$ cat src/rtl/inst_fetch.sv
// Instruction fetch front end: fetch PC, credit-limited memory requests,
// prefetch FIFO and redirect flush with in-flight response dropping.
module inst_fetch #(
  parameter logic [31:0] RESET_PC   = 32'h0000_0000,
  parameter int          FIFO_DEPTH = 4
) (
  input  logic        clock,
  input  logic        reset,
  input  logic        redirect_i,
  input  logic [31:0] redirect_pc_i,
  output logic        mem_req_valid_o,
  input  logic        mem_req_ready_i,
  output logic [31:0] mem_req_addr_o,
  input  logic        mem_rsp_valid_i,
  input  logic [31:0] mem_rsp_data_i,
  output logic        inst_valid_o,
  input  logic        inst_ready_i,
  output logic [31:0] inst_o,
  output logic [31:0] inst_pc_o
);

  localparam int PW = $clog2(FIFO_DEPTH);
  localparam int CW = PW + 1;
  localparam logic [31:0] NOP = 32'h0000_0013;

  typedef enum logic {RUN, FLUSH} state_t;

  state_t state, state_next;

  logic [31:0]   fetch_pc;
  logic [31:0]   rsp_pc;
  logic [31:0]   redirect_pc;
  logic [CW-1:0] outstanding;
  logic [CW-1:0] outstanding_next;
  logic [CW-1:0] drop_cnt;
  logic [CW-1:0] drop_cnt_next;
  logic [CW-1:0] fifo_count;
  logic [CW:0]   credits_used;
  logic [PW-1:0] wr_ptr;
  logic [PW-1:0] rd_ptr;
  logic [31:0]   fifo_inst [FIFO_DEPTH];
  logic [31:0]   fifo_pc   [FIFO_DEPTH];
  logic          req_fire;
  logic          rsp_fire;
  logic          push;
  logic          pop;
  logic [CW-1:0] req_inc;
  logic [CW-1:0] rsp_dec;
  logic [CW-1:0] push_inc;
  logic [CW-1:0] pop_dec;

  assign redirect_pc  = {redirect_pc_i[31:2], 2'b00};
  assign credits_used = {1'b0, fifo_count} + {1'b0, outstanding};

  // Outstanding requests reserve a FIFO slot, so responses never overflow.
  assign mem_req_valid_o =
    !reset && (credits_used < (CW+1)'(FIFO_DEPTH));
  assign mem_req_addr_o = fetch_pc;

  assign req_fire = mem_req_valid_o && mem_req_ready_i;
  assign rsp_fire = mem_rsp_valid_i;

  assign inst_valid_o = fifo_count != '0;
  assign pop  = inst_valid_o && inst_ready_i;
  assign push = rsp_fire && (drop_cnt == '0) && !redirect_i;

  assign inst_o    = inst_valid_o ? fifo_inst[rd_ptr] : NOP;
  assign inst_pc_o = inst_valid_o ? fifo_pc[rd_ptr] : '0;

  assign req_inc  = {{(CW-1){1'b0}}, req_fire};
  assign rsp_dec  = {{(CW-1){1'b0}}, rsp_fire};
  assign push_inc = {{(CW-1){1'b0}}, push};
  assign pop_dec  = {{(CW-1){1'b0}}, pop};

  always_comb begin
    outstanding_next = outstanding + req_inc - rsp_dec;
  end

  always_comb begin
    drop_cnt_next = drop_cnt;
    if (redirect_i) begin
      drop_cnt_next = outstanding_next;
    end else if (rsp_fire && drop_cnt != '0) begin
      drop_cnt_next = drop_cnt - CW'(1);
    end
  end

  always_comb begin
    state_next = state;
    unique case (state)
      RUN: begin
        if (redirect_i && outstanding_next != '0) begin
          state_next = FLUSH;
        end
      end
      FLUSH: begin
        if (drop_cnt_next == '0) begin
          state_next = RUN;
        end
      end
      default: state_next = RUN;
    endcase
  end

  always_ff @(posedge clock or posedge reset) begin
    if (reset) begin
      state       <= RUN;
      fetch_pc    <= RESET_PC;
      rsp_pc      <= RESET_PC;
      outstanding <= '0;
      drop_cnt    <= '0;
      fifo_count  <= '0;
      wr_ptr      <= '0;
      rd_ptr      <= '0;
    end else begin
      state       <= state_next;
      outstanding <= outstanding_next;
      drop_cnt    <= drop_cnt_next;
      if (redirect_i) begin
        fetch_pc   <= redirect_pc;
        rsp_pc     <= redirect_pc;
        fifo_count <= '0;
        wr_ptr     <= '0;
        rd_ptr     <= '0;
      end else begin
        if (req_fire) begin
          fetch_pc <= fetch_pc + 32'd4;
        end
        if (push) begin
          rsp_pc <= rsp_pc + 32'd4;
          wr_ptr <= wr_ptr + PW'(1);
        end
        if (pop) begin
          rd_ptr <= rd_ptr + PW'(1);
        end
        fifo_count <= fifo_count + push_inc - pop_dec;
      end
    end
  end

  always_ff @(posedge clock) begin
    if (push) begin
      fifo_inst[wr_ptr] <= mem_rsp_data_i;
      fifo_pc[wr_ptr]   <= rsp_pc;
    end
  end

endmodule

$ cat config.mk
export PLATFORM = sky130hd
export DESIGN_NAME = inst_fetch
export DESIGN_NICKNAME = d
export VERILOG_FILES = /design/src/rtl/inst_fetch.sv
export SDC_FILE = /design/constraint.sdc
export NUM_CORES = 1
export LEC_CHECK = 0
export BUFFER_PORTS_ARGS = -buffer_cell sky130_fd_sc_hd__buf_4
export CORE_UTILIZATION = 43
export CTS_CLUSTER_SIZE = 10
export DETAILED_ROUTE_END_ITERATION = 7
export HOLD_SLACK_MARGIN = 0.06
export PLACE_DENSITY = 0.66
export SETUP_SLACK_MARGIN = 0.15
export SKIP_LAST_GASP = 1
export SLEW_MARGIN = 20
export SYNTH_ARGS = -nofsm -noshare
export SYNTH_HDL_FRONTEND = slang
export SYNTH_SLANG_ARGS = --single-unit
export TNS_END_PERCENT = 20
$ cat constraint.sdc
create_clock -name clock -period 4.08 [get_ports clock]
set_input_delay 0.204 -clock clock [delete_from_list [all_inputs] [get_ports clock]]
set_output_delay 0.204 -clock clock [all_outputs]
set_load 0.05 [all_outputs]
==> metrics.yaml <==
synth_compound_area_share_pct: 4.43
hold_path.class: "in2reg"
path_clk_slew_ps: 60
postSynthCellCount: 910
hold_violations: 0
pin_count: 168
fin_crit_ps: 3020
cts.htree.levels: 2
clock_sinks: 321
start_util_pct: 44.0
yosys.area.top_type_share_pct: 53.2
grt_pass1_vias: 8644
worst-setup-path-type: "reg2reg"
hold_end: "rsp_pc[27]$_DFFE_PP0N_"
synth_seq_cells: 321
r2r-end: "drop_cnt[2]$_DFFE_PP0P_"
die_x_um: 182
start_kind: "flop"
drive_above_1_share_pct: 27.5
cts_tree: "built"
grt_pass1_wl_um: 47500
worstPathMaxFanout: 7
diodes: 0
cts_buffers: 38
cp.arrival_ps: 3450
worst_slack_ps: 1060
synth_seq_area_share_pct: 66.2
yosys.area_share.adder_pct: 1.54
ys_top_cells_by_area: "edfxtp_1 (53%), dfrtp_1 (13%), mux4_2 (10%), and2_1 (2.9%), a211oi_1 (1.3%)"
synth_top_family_by_area: "simple AND/OR/NAND/NOR gates"
p_sw_w: 0.00380
wl_per_cell_um: 19.3
skew_ps: 7.61
synth.most_common_cell: "edfxtp_1"
finalWeightedCongestion: 0.816
fp-row-count: 65
place_ws_ps: 1120
dr.pass1.iters: 5
cellLeakagePower_nw: 6.11
overflow: 0
fin_nets: 1212
synth.distinct_cells: 59
drtIter0Drc: 605
worst_pin_slew_ps: 1040
antenna_found_initial: 0
synth_xor_area_share_pct: 1.56
power_density_nw_per_um2: 615
drc: 0
fillCellCount: 2595
rsz0062_at_grt: "false"
rrSetupSlack_ps: 1060
required_ps: 4510
r2r_start: "outstanding[2]$_DFF_PP0_"
yosys.area.top_type: "edfxtp_1"
endpoint_kind: "flop"
cts_resized: 0
die-area_um2: 33300
placed_area_um2: 15700
slew_headroom_pct: 30.4
grt_max_degree: 85
root_buffer: "clkbuf_16"
min_period_over_period_pct: 74.1
synth-main-ff-cell: "edfxtp_1"
switching_share_pct: 35.7
avgSynthCellArea_um2: 15.4
hpwl_um: 18700
core_area_um2: 31800
r2r_cells: 11
numPortBuffers: 161
area_growth_pct: 23.5
clkPwrFrac_pct: 27.8
synth_edf_count: 248
wl_um: 30400
grt_util_all_layers_pct: 18.4
clockBufferDepth: 3
setup_viol: 0
async_reset_ff_share_pct: 22.7
finalSetupTns_ps: 0
hold_depth: 4
synth-simple-area-share_pct: 12.9
status: "complete, no violations"
fmax_ghz: 0.331
via_count: 8725
internal_power_w: 0.00683
seqCellArea_um2: 9280
muxShareOfSynthArea_pct: 10.9
avgViaCountPerCell: 5.54
ys_warn_count: 0
maxSlewViolCount: 0
yosys-top-cells-count: "edfxtp_1 (248), dfrtp_1 (73), and2_1 (66)"
vdd.ir_drop.worst_mv: 0.277
pwr-share-comb_pct: 34.1
insertion_delay_ps: 520
seq_power_share_pct: 38.1
min_from: "redirect_pc_i[27]"
die_h_um: 182
max-cap-violations: 0
syn_area_um2: 14000
fin_area_um2: 17300
drtAntennaViolNets: 0
multiInputGateArea_um2: 4400
[flip-flops by register name (all words and copies together) (netlist names)]
| signal | flops |
|---|---|
| outstanding | 3 |
| mem_req_addr_o | 30 |
| fifo_inst | 128 |
| fifo_pc | 120 |
| drop_cnt | 3 |
| wr_ptr | 2 |
| fifo_count | 3 |
| rsp_pc | 30 |
| rd_ptr | 2 |
[worst max-delay path by stage]
stage,from,endpoint,cells after the start
after global routing,fifo_count[1]$_DFF_PP0_,drop_cnt[2]$_DFFE_PP0P_,11
after detailed placement,fifo_count[2]$_DFF_PP0_,drop_cnt[2]$_DFFE_PP0P_,11
final,outstanding[2]$_DFF_PP0_,drop_cnt[2]$_DFFE_PP0P_,11
after global placement,outstanding[2]$_DFF_PP0_,drop_cnt[2]$_DFFE_PP0P_,11
after floorplan,drop_cnt[0]$_DFFE_PP0P_,fifo_inst[0][0]$_DFFE_PP_,5
after CTS,fifo_count[2]$_DFF_PP0_,drop_cnt[2]$_DFFE_PP0P_,11
[repair_timing]
| item | in CTS | in global routing |
|---|---|---|
| hold buffers | 56 | 0 |
| setup buffers | 0 | 0 |
| setup endpoints to repair | 0 | 0 |
| hold endpoints to repair | 210 | 0 |
[critical path: stages (launching register included)]
cell and delay, ps:
dfrtp_1 390, ha_1 230, nor4_2 570, nand3_1 280, ha_1 350, inv_1 40
ha_1 180, fa_1 380, xnor2_1 170, xnor2_1 160, nand2_1 70, o21ai_0 110
[per-stage QoR]
| step | std cells | hold WS, ps | power (W) | utilization [%] |
|---|---|---|---|---|
| 2_1_floorplan | 913 | 303 | 0.00665 | - |
| 5_1_grt | 1576 | 90.2 | 0.0111 | 54.4 |
| 4_1_cts | 1576 | 74.3 | 0.0108 | 54.4 |
| 6_report | 1576 | 87.3 | 0.0106 | 54.4 |
| 3_3_place_gp | 1465 | 407 | 0.00771 | 49.3 |
| 3_5_place_dp | 1465 | 406 | 0.00774 | 49.3 |
[kinds of logic after synthesis]
group	after synthesis
adder cells (fa/ha/maj)	16
buffers and inverters	81
AO/OA/AOI/OAI	85
AND/OR/NAND/NOR	307
XOR/XNOR	25
multiplexers	74
other	1
flip-flops	321
[power by group through the flow]
stage	combinational [W]	sequential, W	clock, W
after floorplan	0.00258	0.00407	0
after global placement	0.00361	0.00411	0
after detailed placement	0.00363	0.00412	0
after CTS	0.00368	0.00405	0.00303
after global routing	0.00385	0.00409	0.00314
final	0.00363	0.00405	0.00296
[area by class of cell]
cell class                      count  share of cell area, %
Inverter                           24                  0.521
Timing Repair Buffer              230                   11.1
Tap cell                          435                   3.15
Clock inverter                      4                  0.217
Multi-Input combinational cell    511                   25.5
Sequential cell                   321                   53.7
Clock buffer                       51                   5.90
[layout by cell type (no fill, tap or decap), types with 14 or more instances in the layout]
cell | netlist | routed
a211oi_1 | 25 | 25
and2_1 | 66 | 66
and4_1 | 16 | 16
buf_4 | 4 | 170
clkbuf_16 | 0 | 38
dfrtp_1 | 73 | 71
dlygate4sd3_1 | 0 | 56
edfxtp_1 | 248 | 248
ha_1 | 14 | 14
inv_1 | 23 | 21
mux4_2 | 62 | 62
nand2_1 | 34 | 34
nand3_1 | 23 | 23
nand4_1 | 23 | 23
nor2_1 | 39 | 39
nor3_1 | 29 | 29
nor4_1 | 21 | 21
xnor2_1 | 21 | 21
[layer usage]
metal	global-route usage, %	share of wire (%)	vias to the layer above
li1	-	-	3979
met1	26.9	47	4420
met2	28.4	46	281
met3	3.17	5.4	45
met4	4.91	1.7	0
met5	0	0	-
No activity file was read; power rests on OpenSTA's default activity.
